`config.mk`:
```
export PLATFORM = sky130hd
export DESIGN_NAME = riscv_fetch
export DESIGN_NICKNAME = d
export VERILOG_FILES = /design/src/rtl/riscv_fetch.sv
export SDC_FILE = /design/constraint.sdc
export NUM_CORES = 1
export LEC_CHECK = 0
export ABC_AREA = 0
export ABC_CLOCK_PERIOD_IN_PS = 36800
export CAP_MARGIN = 5
export CORE_MARGIN = 2
export CORE_UTILIZATION = 40
export CTS_CLUSTER_DIAMETER = 50
export DETAILED_ROUTE_END_ITERATION = 10
export PLACE_DENSITY_LB_ADDON = 0.1
export SETUP_SLACK_MARGIN = 0.02
export SYNTH_ARGS = -nofsm -noshare
export SYNTH_HDL_FRONTEND = slang
export SYNTH_SLANG_ARGS = --single-unit
```
`constraint.sdc`:
```
create_clock -name clk -period 36.8 [get_ports clk]
set_input_delay 3.68 -clock clk [delete_from_list [all_inputs] [get_ports clk]]
set_output_delay 3.68 -clock clk [all_outputs]
set_load 0.05 [all_outputs]
```
`src/rtl/riscv_fetch.sv`:
```
// riscv_fetch: instruction-fetch front end with credit-limited requests and an output FIFO.
// Define RISCV_FETCH_MISALIGN_EN to report misaligned redirect targets through out_fault.
module riscv_fetch #(
    parameter int unsigned     XLEN     = 64,
    parameter logic [XLEN-1:0] RESETVEC = XLEN'(32'h8000_0000),
    parameter int unsigned     DEPTH    = 4
) (
    input  logic            clk,
    input  logic            reset,
    output logic            imem_req_valid,
    input  logic            imem_req_ready,
    output logic [XLEN-1:0] imem_req_addr,
    input  logic            imem_rsp_valid,
    input  logic [31:0]     imem_rsp_data,
    input  logic            redirect_valid,
    input  logic [XLEN-1:0] redirect_pc,
    output logic            out_valid,
    input  logic            out_ready,
    output logic [XLEN-1:0] out_pc,
    output logic [31:0]     out_instr
`ifdef RISCV_FETCH_MISALIGN_EN
    ,
    output logic            out_fault
`endif
);

    generate
        if (XLEN != 32 && XLEN != 64) begin : g_bad_xlen
            $fatal(1, "riscv_fetch: XLEN must be 32 or 64");
        end
        if (DEPTH < 2 || DEPTH > 16 || (DEPTH & (DEPTH - 1)) != 0) begin : g_bad_depth
            $fatal(1, "riscv_fetch: DEPTH must be a power of two in 2..16");
        end
    endgenerate

    localparam int unsigned CW    = $clog2(DEPTH + 1);
    localparam int unsigned AW    = $clog2(DEPTH);
    localparam logic [CW:0] LIMIT = (CW + 1)'(DEPTH);

    logic [XLEN-1:0] r_fetch_pc;
    logic [XLEN-1:0] r_rsp_pc;
    logic [CW-1:0]   r_outstanding;
    logic [CW-1:0]   r_drop;
    logic [CW-1:0]   r_count;
    logic [AW-1:0]   r_wptr;
    logic [AW-1:0]   r_rptr;
    logic [XLEN-1:0] r_pc_mem  [DEPTH];
    logic [31:0]     r_ins_mem [DEPTH];

    logic [CW:0]     w_inuse;
    logic            w_halted;
    logic            w_req_valid;
    logic            w_req_fire;
    logic            w_keep;
    logic            w_flt_push;
    logic            w_push;
    logic            w_pop;
    logic [XLEN-1:0] w_redir_pc;
    logic [XLEN-1:0] w_push_pc;
    logic [31:0]     w_push_ins;

`ifdef RISCV_FETCH_MISALIGN_EN
    logic             r_halted;
    logic             r_fault_pend;
    logic [XLEN-1:0]  r_fault_pc;
    logic [DEPTH-1:0] r_flt_mem;
    logic             w_misal;

    assign w_misal    = redirect_pc[1:0] != 2'b00;
    assign w_redir_pc = redirect_pc;
    assign w_halted   = r_halted;
    // Fault entry waits until every stale response has been drained.
    assign w_flt_push = r_fault_pend && (r_drop == '0) && !redirect_valid;
    assign w_push_pc  = w_flt_push ? r_fault_pc : r_rsp_pc;
    assign w_push_ins = w_flt_push ? 32'h0 : imem_rsp_data;
    assign out_fault  = r_flt_mem[r_rptr];

    always_ff @(posedge clk or posedge reset) begin
        if (reset) begin
            r_halted     <= 1'b0;
            r_fault_pend <= 1'b0;
            r_fault_pc   <= RESETVEC;
            r_flt_mem    <= '0;
        end else if (redirect_valid) begin
            r_halted     <= w_misal;
            r_fault_pend <= w_misal;
            r_fault_pc   <= redirect_pc;
        end else begin
            if (w_flt_push) begin
                r_fault_pend <= 1'b0;
            end
            if (w_push) begin
                r_flt_mem[r_wptr] <= w_flt_push;
            end
        end
    end
`else
    logic w_unused;

    assign w_unused   = ^redirect_pc[1:0];
    assign w_redir_pc = {redirect_pc[XLEN-1:2], 2'b00};
    assign w_halted   = 1'b0;
    assign w_flt_push = 1'b0;
    assign w_push_pc  = r_rsp_pc;
    assign w_push_ins = imem_rsp_data;
`endif

    // Credit covers both in-flight requests and buffered entries.
    assign w_inuse     = {1'b0, r_outstanding} + {1'b0, r_count};
    assign w_req_valid = !reset && !redirect_valid && !w_halted && (w_inuse < LIMIT);
    assign w_req_fire  = w_req_valid && imem_req_ready;
    assign w_keep      = imem_rsp_valid && (r_drop == '0) && !redirect_valid;
    assign w_push      = w_keep || w_flt_push;
    assign out_valid   = (r_count != '0) && !redirect_valid;
    assign w_pop       = out_valid && out_ready;

    assign imem_req_valid = w_req_valid;
    assign imem_req_addr  = r_fetch_pc;
    assign out_pc         = r_pc_mem[r_rptr];
    assign out_instr      = r_ins_mem[r_rptr];

    always_ff @(posedge clk or posedge reset) begin
        if (reset) begin
            r_fetch_pc    <= RESETVEC;
            r_rsp_pc      <= RESETVEC;
            r_outstanding <= '0;
            r_drop        <= '0;
            r_count       <= '0;
            r_wptr        <= '0;
            r_rptr        <= '0;
            for (int i = 0; i < int'(DEPTH); i++) begin
                r_pc_mem[i]  <= RESETVEC;
                r_ins_mem[i] <= 32'h0;
            end
        end else if (redirect_valid) begin
            // Everything still owed by memory becomes stale.
            r_fetch_pc    <= w_redir_pc;
            r_rsp_pc      <= w_redir_pc;
            r_outstanding <= r_outstanding - CW'(imem_rsp_valid);
            r_drop        <= r_outstanding - CW'(imem_rsp_valid);
            r_count       <= '0;
            r_wptr        <= '0;
            r_rptr        <= '0;
        end else begin
            if (w_req_fire) begin
                r_fetch_pc <= r_fetch_pc + XLEN'(4);
            end
            r_outstanding <= r_outstanding + CW'(w_req_fire) - CW'(imem_rsp_valid);
            if (imem_rsp_valid && (r_drop != '0)) begin
                r_drop <= r_drop - CW'(1);
            end
            if (w_keep) begin
                r_rsp_pc <= r_rsp_pc + XLEN'(4);
            end
            if (w_push) begin
                r_pc_mem[r_wptr]  <= w_push_pc;
                r_ins_mem[r_wptr] <= w_push_ins;
                r_wptr            <= r_wptr + AW'(1);
            end
            if (w_pop) begin
                r_rptr <= r_rptr + AW'(1);
            end
            r_count <= r_count + CW'(w_push) - CW'(w_pop);
        end
    end

endmodule

```
### Word level (Yosys, flattened, before mapping)

Index checks and enable logic that the tools add are counted.

| cells by class | value |
|---|---|
| multiplexer cells | 24 |
| $add $sub $neg | 11 |
| magnitude comparators | 4 |
| bitwise operators | 3 |
| reduce and logical (&&, ||, !) cells | 19 |

Operator list:

| kind | number |
|---|---|
| $mux 64 | 7 |
| $bwmux 256 | 1 |
| $add 64x3->64 const B | 2 |
| $bmux 64 s2 | 1 |
| $bwmux 128 | 1 |
| $demux 64 s2 | 1 |
| $mux 32 | 3 |
| $bmux 32 s2 | 1 |
| $demux 32 s2 | 1 |
| $mux 3 | 4 |
| $logic_and 1x1->1 | 9 |
| $sub 3x1->3 | 3 |
| $mux 2 | 4 |
| $reduce_bool 2->1 | 4 |
| $add 3x1->3 | 2 |
| $ge 3x3->1 const B | 2 |
| $not 2->3 | 2 |
| $reduce_bool 3->1 | 2 |
| $add 2x1->2 const B | 2 |
| $add 3x3->4 | 1 |
| $lt 4x3->1 const B | 1 |
| $logic_not 3->1 | 1 |
| $lt 3x1->1 const B | 1 |
| $sub 3x1->3 const B | 1 |
| other kinds (3) | 4 |

| word-level totals | value |
|---|---|
| bits of input ports | 102 |
| flip-flop bits (word level) | 525 |

### Longest topological paths before layout

| depth | value |
|---|---|
| word-level depth | 7 |
| depth in mapped cells | 13 |

### Worst setup path before layout

No wires, ideal clock.

| path | value |
|---|---|
| path kind | in2out |
| start | input redirect_valid |
| end | output out_valid |
| path buffers | 4 |
| arrival | 5.134 ns |
| required time | 33.120 ns |
| setup slack | 27.986 ns |
| cell stages on the path | 5 |
| cell sequence | buf_1 > clkbuf_1 > clkbuf_1 > buf_1 > nor2_1 |

| between the ends | value |
|---|---|
| word-level cells in the longest chain between the ends | 2 |

Ends and longest elaborated chain:

| element | RTL line | text |
|---|---|---|
| from (decl) | 15 | `input logic redirect_valid,` |
| $logic_not 1->1 | 114 | `assign out_valid = (r_count != '0) && !redirect_valid;` |
| $logic_and 1x1->1 | 114 |  |
| to (decl) | 17 | `output logic out_valid,` |

Every way passes these cells.

### Worst setup path in the final report

| path | value |
|---|---|
| start | input reset |
| end | output imem_req_valid |

| between the ends | value |
|---|---|
| word-level cells in the longest chain between the ends | 3 |

Ends and longest elaborated chain:

| element | RTL line | text |
|---|---|---|
| from (decl) | 9 | `input logic reset,` |
| $logic_not 1->1 (no line) | n/a |  |
| $logic_and 1x1->1 (2 in a row) | 110 | `assign w_req_valid = !reset && !redirect_valid && !w_halted && (w_inuse < LIMIT);` |
| to (decl) | 10 | `output logic imem_req_valid,` |

Every way passes these cells.

==> insert_results.sql <==
INSERT INTO impl_metrics (metric_group, metric, value, unit) VALUES
('run_status', 'run_status', 'finished clean', ''),
('clock_tree', 'cts_buffers', '68', ''),
('worst_setup_path', 'endpoint_type_of_the_worst_setup_path', 'primary output', ''),
('clock_tree', 'clkTransAtPathRegs', '0.05', 'ns'),
('drt', 'postRouteAntennaNets', '0', ''),
('worst_hold_path', 'min-delay-path-class', 'register to register', ''),
('worst_setup_path', 'critical-path-top-delay-family', 'buffers and inverters', ''),
('floorplanning', 'initial_core_util', '0.4066', ''),
('floorplanning', 'floorplan.core_area', '60580', 'um^2'),
('sta', 'max_freq', '0.1066', 'GHz'),
('sta', 'tns', '0', 'ns'),
('floorplanning', 'floorplan.die.width', '252.2', 'um'),
('yosys', 'library_cell_with_the_largest_summed_area_after_synthesis', 'sky130_fd_sc_hd__dfrtp_1', ''),
('yosys', 'yosysTopAreaCellShare', '0.5151', ''),
('yosys', 'async_reset_ff_frac', '1.000', ''),
('worst_setup_path', 'critical_path.most_common_cell', 'sky130_fd_sc_hd__clkdlybuf4s50_1', ''),
('worst_setup_path', 'arrival', '5.70', 'ns'),
('clock_tree', 'worstSkewPairLatency', '0.59', 'ns'),
('clock_tree', 'tritoncts', 'yes', ''),
('drt', 'totalWireLength', '69960', 'um'),
('yosys', 'syn_inst', '1954', ''),
('floorplanning', 'die_height', '252.2', 'um'),
('global_routing', 'grtUsageTotal', '0.2221', ''),
('power', 'powerDensity', '72.61', 'nW/um^2'),
('global_routing', 'grt_pass1_vias', '17380', ''),
('yosys', 'yosysWarningCount', '0', ''),
('sta', 'clock_skew', '0.02187', 'ns'),
('power', 'worst_ir_drop_vdd', '0.00005502', 'V'),
('worst_setup_path', 'timing.critical_path.slowest_cell_delay', '0.83', 'ns'),
('worst_setup_path', 'crit_required', '33.12', 'ns'),
('clock_tree', 'h-tree-depth', '3', ''),
('sta', 'pin_slew_with_the_least_headroom_to_its_limit', '1.370', 'ns'),
('drt', 'routed_wire_length_per_instance', '23.32', 'um'),
('drt', 'number_of_vias_after_detailed_routing', '17060', ''),
('cells_and_area', 'syn2layout_area_growth', '22.65', '%'),
('drt', 'detailedRoute.firstIterationViolations', '965', ''),
('cells_and_area', 'design.final.nets', '2284', ''),
('job', 'maxCapViolCount', '0', ''),
('sta', 'finalHoldViolations', '0', ''),
('worst_setup_path', 'buffers_plus_inverters_on_the_worst_setup_path', '2', ''),
('sta', 'grt_setup_unrepaired', 'false', ''),
('yosys', 'synth-edff-count', '0', ''),
('worst_setup_path', 'crit_path_start_kind', 'input port', ''),
('sta', 'maxSlewHeadroom', '0.08690', ''),
('sta', 'period_minus_slack', '9.378', 'ns'),
('yosys', 'synth_seq_cells', '513', ''),
('worst_setup_path', 'critPathMaxFanout', '3', ''),
('global_routing', 'globalRoute.totalOverflow', '0', ''),
('yosys', 'synthesis.area_per_instance', '12.61', 'um^2'),
('yosys', 'ys_types', '63', ''),
('floorplanning', 'floorplan.io_pins', '264', ''),
('clock_tree', 'clock-sinks', '513', ''),
('clock_tree', 'cts.repair.resized', '0', ''),
('clock_tree', 'cts.path.max_buffers', '3', ''),
('cells_and_area', 'register_area', '12850', 'um^2'),
('global_routing', 'grt_pass1_wl', '107400', 'um'),
('cells_and_area', 'layout_cell_share_with_drive_strength_beyond_1', '0.2831', ''),
('clock_tree', 'cts_hold_buf', '0', ''),
('placement', 'dp_hpwl', '45660', 'um'),
('clock_tree', 'post-cts-setup-buffer-count', '0', ''),
('worst_setup_path', 'critical_path.cell_chain', 'clkdlybuf4s50_1 > nor3_1 > and3_1 > clkdlybuf4s50_1', ''),
('floorplanning', 'rows', '90', ''),
('drt', 'drt_first_pass_iters', '6', ''),
('yosys', 'synth-main-ff-cell', 'sky130_fd_sc_hd__dfrtp_1', ''),
('sta', 'slew_violations', '0', ''),
('worst_setup_path', 'worstSetupPathType', 'input port to primary output', ''),
('sta', 'fin_crit_sh', '0.2548', ''),
('cells_and_area', 'fill_cells', '5296', ''),
('floorplanning', 'floorplan.die_area', '63580', 'um^2'),
('worst_setup_path', 'cpMaxStageDelayCell', 'sky130_fd_sc_hd__clkdlybuf4s50_1', ''),
('placement', 'gp_congestion', '0.7958', '');
==> power by group <==
part	leakage (nW)	total (mW)	internal, mW	switching (mW)
clock network	1.13	0.674	0.415	0.259
logic	5.34	0.766	0.312	0.454
registers	6.70	0.754	0.668	0.0856
total	13.2	2.19	1.40	0.798
==> worst register-to-register path: stages, from the launching register on <==
cell,delay [ns]
sky130_fd_sc_hd__dfrtp_1,0.38
sky130_fd_sc_hd__inv_1,0.09
sky130_fd_sc_hd__ha_1,0.25
sky130_fd_sc_hd__nand3b_2,0.27
sky130_fd_sc_hd__nor2_1,0.66
sky130_fd_sc_hd__nand2_4,0.73
sky130_fd_sc_hd__buf_4,0.63
sky130_fd_sc_hd__mux2_2,0.38
==> layout make-up <==
type	count	share of cell area
Antenna cell	3	0.0002485
Clock buffer	92	0.06680
Clock inverter	29	0.01010
Inverter	32	0.004224
Multi-Input combinational cell	1270	0.3695
Sequential cell	513	0.4254
Tap cell	782	0.03238
Timing Repair Buffer	279	0.09136
==> cell families (layout without fill, tap and decap cells) <==
logic type / Yosys count / in the layout / synth area share
AND/OR/NAND/NOR: 517 / 517 / 0.1112
flip-flops: 513 / 513 / 0.5215
multiplexers: 469 / 469 / 0.2568
AO/OA/AOI/OAI: 210 / 210 / 0.05430
buffers and inverters: 174 / 432 / 0.02784
XOR/XNOR: 52 / 52 / 0.01849
adder cells (fa/ha/maj): 18 / 18 / 0.009753
other: 1 / 7 / 0.0001522
==> flip-flops by register name, summed over array words and instances, names as in the netlist <==
register       cells
r_pc_mem         248
r_ins_mem        128
imem_req_addr     62
r_rsp_pc          62
r_count            3
r_drop             3
r_outstanding      3
r_rptr             2
r_wptr             2
==> final timing paths <==
path	from	to	slack, ns	cells after the start
worst max-delay path	reset	imem_req_valid	27.42	4
worst min-delay path	r_pc_mem[105]	r_pc_mem[105]	0.47	2
worst max register to register	r_drop[0]	r_ins_mem[117]	33.27	7
worst min register to register	r_pc_mem[105]	r_pc_mem[105]	0.47	2
max in group asynchronous	reset	r_pc_mem[231]	30.35	4
min in group asynchronous	reset	r_ins_mem[15]	3.74	2
==> layer usage <==
layer	track usage	vias to the layer above	wire length [um]
met3	0.05942	101	4750
li1	-	7695	-
met4	0.06948	0	1661
met1	0.2974	8869	30490
met2	0.3532	397	33050
met5	0	-	0
==> cells in the final DEF (no fill, tap or decap), types with 26 or more instances in the layout <==
cell type	count
sky130_fd_sc_hd__nor2_1	63
sky130_fd_sc_hd__clkbuf_16	73
sky130_fd_sc_hd__nand3_1	79
sky130_fd_sc_hd__nand4_1	70
sky130_fd_sc_hd__mux4_2	94
sky130_fd_sc_hd__xor2_1	37
sky130_fd_sc_hd__o211ai_1	26
sky130_fd_sc_hd__dfrtp_1	505
sky130_fd_sc_hd__mux2_2	363
sky130_fd_sc_hd__clkdlybuf4s50_1	256
sky130_fd_sc_hd__o21ai_0	88
sky130_fd_sc_hd__inv_1	29
sky130_fd_sc_hd__nor3_1	27
sky130_fd_sc_hd__nand2_1	152
==> per-stage QoR <==
step | area [um^2] | util | instances | worst slack, ns | total power, mW
4_1_cts | 30210 | 0.4986 | 2997 | 27.39 | 2.218
3_5_place_dp | 27880 | 0.4602 | 2876 | 27.41 | 1.537
5_1_grt | 30210 | 0.4987 | 3000 | 27.36 | 2.292
2_1_floorplan | 24640 | - | 1957 | 18.80 | 1.283
3_3_place_gp | 27880 | 0.4602 | 2876 | 27.43 | 1.523
6_report | 30210 | 0.4987 | 3000 | 27.42 | 2.194
==> synth_stat cells (all sizes together) (3+ instances only) <==
library cell and count:
a21boi 3, a21oi 24, a221o 3, a22oi 4
a31oi 16, a41oi 3, and2 9, and3 13
and4 6, buf 43, clkbuf 99, dfrtp 507
dfstp 6, ha 16, inv 32, mux2 363
mux2i 12, mux4 94, nand2 156, nand2b 6
nand3 79, nand3b 5, nand4 72, nand4b 3
nor2 63, nor2b 13, nor3 27, nor3b 3
nor4 24, o211ai 26, o21ai 88, o311ai 21
o31a 4, o31ai 4, or3 17, or4 16
or4b 3, xnor2 15, xor2 37
(Power assumes the default switching activity.)
